## src/rtl/seq1101_detect_counter.sv

```systemverilog
// Moore detector for the overlapping serial pattern 1101, with a saturating
// tally of detections and a saturation flag.
module seq1101_detect_counter #(
  parameter int unsigned CNT_W = 4
) (
  input  logic             clk,
  input  logic             clr,
  input  logic             en,
  input  logic             din,
  output logic             det,
  output logic [CNT_W-1:0] count,
  output logic             sat
);

  typedef enum logic [2:0] {
    S0 = 3'd0,
    S1 = 3'd1,
    S2 = 3'd2,
    S3 = 3'd3,
    S4 = 3'd4
  } state_e;

  localparam logic [CNT_W-1:0] CNT_MAX = '1;

  state_e           state_q, state_d;
  logic             det_q, det_d;
  logic [CNT_W-1:0] count_q, count_d;
  logic             sat_q, sat_d;

  // State and output registers; clr wins over everything else.
  always_ff @(posedge clk) begin
    if (!clr) begin
      state_q <= S0;
      det_q   <= 1'b0;
      count_q <= '0;
      sat_q   <= 1'b0;
    end else begin
      state_q <= state_d;
      det_q   <= det_d;
      count_q <= count_d;
      sat_q   <= sat_d;
    end
  end

  // Next-state logic; with en low the FSM holds and din is ignored.
  always_comb begin
    state_d = state_q;
    if (en) begin
      unique case (state_q)
        S0:      state_d = din ? S1 : S0;
        S1:      state_d = din ? S2 : S0;
        S2:      state_d = din ? S2 : S3;
        S3:      state_d = din ? S4 : S0;
        S4:      state_d = din ? S2 : S0;
        default: state_d = S0;
      endcase
    end
  end

  // Output logic: det tracks S4, count bumps only on entry into S4.
  always_comb begin
    det_d   = (state_d == S4);
    count_d = count_q;
    if ((state_d == S4) && (state_q != S4) && (count_q != CNT_MAX)) begin
      count_d = count_q + CNT_W'(1);
    end
    sat_d = (count_d == CNT_MAX);
  end

  assign det   = det_q;
  assign count = count_q;
  assign sat   = sat_q;

endmodule

```

## config.mk

```make
export PLATFORM = sky130hd
export DESIGN_NAME = seq1101_detect_counter
export DESIGN_NICKNAME = d
export VERILOG_FILES = /design/src/rtl/seq1101_detect_counter.sv
export SDC_FILE = /design/constraint.sdc
export NUM_CORES = 1
export LEC_CHECK = 0
export ABC_AREA = 1
export CORE_AREA = 2 2 39 41
export DETAILED_ROUTE_END_ITERATION = 10
export DIE_AREA = 0 0 41 43
export PLACE_DENSITY_LB_ADDON = 0.05
export SKIP_LAST_GASP = 1
export SLEW_MARGIN = 25
export SYNTH_ARGS = -nofsm -noshare
export SYNTH_HDL_FRONTEND = slang
export SYNTH_SLANG_ARGS = --single-unit
export TNS_END_PERCENT = 5
```

## constraint.sdc

```tcl
create_clock -name clk -period 1.35 [get_ports clk]
set_input_delay 0.27 -clock clk [delete_from_list [all_inputs] [get_ports clk]]
set_output_delay 0.27 -clock clk [all_outputs]
set_load 0.01 [all_outputs]
```

== Word level (Yosys, flattened, before mapping) ==
Cells that the tools add are included.

* Flip-flop bits (word level): 9
* Input port bits: 4
* Output and inout port bits: 6
* Logic and storage cells: 24

* Add/subtract/negate cells: 1
* Eq/ne operators: 8
* Multiplexer cells: 7
* Reduce and logical (&&, ||, !) cells: 4

{| class="wikitable"
|+ Operator list
! operator !! count
|-
| $pmux 3 s4 || 1
|-
| $eq 3x2->1 const B || 2
|-
| $eq 3x3->1 const B || 2
|-
| $mux 3 || 2
|-
| $add 4x1->4 const B || 1
|-
| $eq 4x4->1 const B || 1
|-
| $mux 4 || 1
|-
| $ne 4x4->1 const B || 1
|-
| $eq 3x1->1 const B || 1
|-
| $logic_not 3->1 || 1
|-
| $ne 3x3->1 const B || 1
|-
| $logic_and 1x1->1 || 2
|-
| $mux 1 || 2
|-
| $mux 2 || 1
|-
| $reduce_or 2->1 || 1
|}

== Depth between registers and ports, before layout ==
* Word-level depth: 9
* Mapped depth: 8
* Depth with buffers taken out: 8

== Least setup slack after synthesis ==
Ideal clock, no wire load.

* Kind: register to register
* Start: reg count_q[1], in the netlist count[1]
* End: reg sat_q, in the netlist sat
* Setup time: 0.064 ns
* Arrival: 1.121 ns
* Data required time: 1.286 ns
* Slack: 0.165 ns
* Cell stages (with the launch flop): 8
* Path buffers: 0
* Period minus slack after synthesis: 1.185 ns
* Cell sequence: dfxtp_1 > ha_1 > nand3_2 > nand3_1 > nand2_1 > nand2_1 > nand3_1 > nor2_1

* Cells in the longest elaborated chain, start to end: 4
* Elaborated cells on any way between the ends: 5
* Classes of those cells: add/sub (1); eq/ne (2); mux (1); reduce/logical (1)

{| class="wikitable"
|+ Ends and longest elaborated chain
! what !! RTL line !! text
|-
| start, declared || 27 || <nowiki>logic [CNT_W-1:0] count_q, count_d;</nowiki>
|-
| start signal, assigned || 40 || <nowiki>count_q <= count_d;</nowiki>
|-
| branches (longest 2 deep; another with $add 4x1->4) || n/a ||
|-
| $mux 4 (*) || 64 || <nowiki>if ((state_d == S4) && (state_q != S4) && (count_q != CNT_MAX)) begin</nowiki>
|-
| $eq 4x4->1 (*) || 67 || <nowiki>sat_d = (count_d == CNT_MAX);</nowiki>
|-
| end signal, assigned || 41 || <nowiki>sat_q <= sat_d;</nowiki>
|-
| end, declared || 28 || <nowiki>logic sat_q, sat_d;</nowiki>
|}

Every way passes the cells marked *.
A chain may end at the register's enable or synchronous reset.

== Final worst setup path ==
* Start: reg count_q[1], in the netlist count[1]
* End: out count[1]

{| class="wikitable"
|+ RTL lines
! what !! RTL line !! text
|-
| end, declared || 11 || <nowiki>output logic [CNT_W-1:0] count,</nowiki>
|}

No word-level cell between the ends.

==> out/results.ini <==
[clock_network]
insertion_delay_ps = 260
cts-hold-fix-buffers = 0
clkTransAtPathRegs_ps = 60
cts-buffers-inserted = 3
post-cts-setup-buffers = 0
tritoncts = yes
cts_root_buffer = clkbuf_4
htreeDepth = 1
clockBufferDepth = 2
clock_sinks = 9

[cells_and_area]
fin_nets = 96
fillers = 148
syn2layout_area_growth_pct = 39.6
fin_area_um2 = 648
n_antenna_cell = 0
final_layout_size_suffix_gt1_share_pct = 14.4
stdcell_count = 106

[yosys]
syn_area_per_cell_um2 = 6.54
yosys_most_used_dff = dfxtp_1
synth_warnings = 0
synth_fp_nets = 76
synth-seq-cells = 9
synth-edff-count = 0
yosysTopAreaCell = dfxtp_1
yosys-top-cells-area = dfxtp_1, nand2_1, nand3_1
async_reset_ff_share_pct = 0
synth-seq-area-share_pct = 38.8
synth.most_common_cell = nand2_1
synth_area_um2 = 464
ys_types = 11
synth_top_area_share_pct = 38.8
synth_common_cells = nand2_1, nor2_1, dfxtp_1, inv_1, nand3_1
syn-instance-count = 71

[outcome]
status = finished, violations left
violations = negative setup slack

[sta]
tns_ps = -235
finClkSkew_ps = 3.84
relSlewSlack_pct = 86.6
setup_ws_ps = -118
setup_viol = 4
fin_crit_ps = 1470
drv_slew = 0
fmax_mhz = 681
fin_crit_sh_pct = 109
worst_pin_slew_ps = 200
hold_viol = 0
rsz0062_at_grt = yes

[setup_path]
crit_required_ps = 1080
end_kind = output pin
critPathLaunchType = flop
cp_data_arrival_time_ps = 1200
reg2reg_depth = 7
crit_end = count[1]
worstPathCellList = clkdlybuf4s50_1
r2r_slack_ps = 70
crit_family = buffers and inverters
critPathLaunch = count[1]
path_max_fanout = 4
crit_buf_inv = 1
slowest_delay_ps = 560
path_class = reg2out
regToRegStartpoint = count[0]
reg2reg_to = sat
crit_cells = 1
crit_slowest_cell = clkdlybuf4s50_1

[placed_design]
dp_hpwl_um = 806
gp_congestion = 0.752
dpl_worst_slack_ps = -143
placed_cells = 102
portBuffers = 9
dpl_cell_area_um2 = 619

[global_routing]
track_usage_pct = 14.9
grt_pass1_vias = 444
grt-ovfl-total = 0
grt_max_degree = 8
antenna_found_initial = 0
grt_first_pass_wirelength_um = 1730

[detailed_routing]
routed_via_density = 4.60
wl_per_cell_um = 9.62
drcViolationCount = 0
ant_nets = 0
routed_wl_um = 1020
drt_iter0_drc = 18
drt_first_pass_iters = 4
dr_total_vias = 488

[power]
vdd_drop_max_uv = 521
p_leak_nw = 0.317
p_per_area_nw_per_um2 = 830
total_power_mw = 0.538

[floorplanning]
die_w_um = 41
core_um2 = 1380
die_h_um = 43
std_cell_rows = 14
ios = 10
die_area_um2 = 1760
initial_core_util_pct = 33.5

[flow_run]
drv_cap = 0

[hold_path]
hold_path_class = reg2reg

-- cell families (layout without fill, tap and decap cells) --
kind of cell,Yosys count,count (layout),share of synthesized area [%]
AOI/OAI and AO/OA,5,5,5.39
adders and majority gates,1,1,2.69
buffers and inverters,9,28,7.28
DFF,9,9,38.8
and+or+nand+nor,47,47,45.8
-- worst min path at each step --
stage / from / end / slack (ps) / cells past startpoint
floorplan: clr / count[3] / 420 / 2
global placement: count[1] / count[1] / 530 / 2
detailed placement: count[1] / count[1] / 520 / 2
CTS: count[1] / count[1] / 540 / 2
global route: count[2] / count[2] / 580 / 2
finish: count[1] / count[1] / 540 / 2
-- worst min-delay path: stages (launching register included) --
cell,delay (ps)
dfxtp_1,340
nand2_1,90
a21oi_1,60
-- placed cells by master, fill, tap and decap left out --
master / n
nor2_4: 1
buf_4: 6
dlygate4sd2_1: 1
clkbuf_4: 3
ha_1: 1
nand4_1: 1
dlymetal6s2s_1: 1
inv_1: 9
clkdlybuf4s50_1: 7
nand3_2: 2
a21oi_1: 5
dfxtp_2: 1
nor2_1: 12
nand3_1: 9
clkbuf_1: 1
dfxtp_1: 8
or2_1: 1
nand2_1: 21
-- what timing repair did --
item / in CTS / in global routing
setup endpoints to repair: 6 / 6
hold endpoints to repair: 0 / 0
gates resized for setup: 2 / 1
pin swaps: 0 / 0
-- per-layer routing --
metal	GRT usage [%]	share of wire [%]
met3	1.57	3.6
met2	19.1	42
met1	21.6	51
met5	0	0
met4	12.0	3.3
-- power breakdown --
group / internal [mW] / switching [mW]
combinational: 0.0270 / 0.0279
clock: 0.114 / 0.0938
sequential: 0.270 / 0.00505
-- registers in the layout, indices dropped and copies added (netlist names) --
name,cells
det,1
count,4
state_q,3
sat,1
-- per-stage QoR --
| stage | hold WS (ps) | utilization (%) |
|---|---|---|
| 6_report | 543 | 46.8 |
| 5_1_grt | 578 | 46.8 |
| 4_1_cts | 537 | 46.7 |
| 3_5_place_dp | 525 | 44.8 |
| 3_3_place_gp | 532 | 44.8 |
| 2_1_floorplan | 423 | - |
-- layout make-up --
class | instances | area, um2 | area share, %
clock buffers | 4 | 26.3 | 4.05
inverters | 9 | 33.8 | 5.21
multi-input cells | 53 | 250 | 38.6
flip-flops and latches | 9 | 181 | 28.0
well taps | 16 | 20.0 | 3.09
repair buffers | 15 | 136 | 21.0
Note: power is estimated with default switching activity, not from simulation.
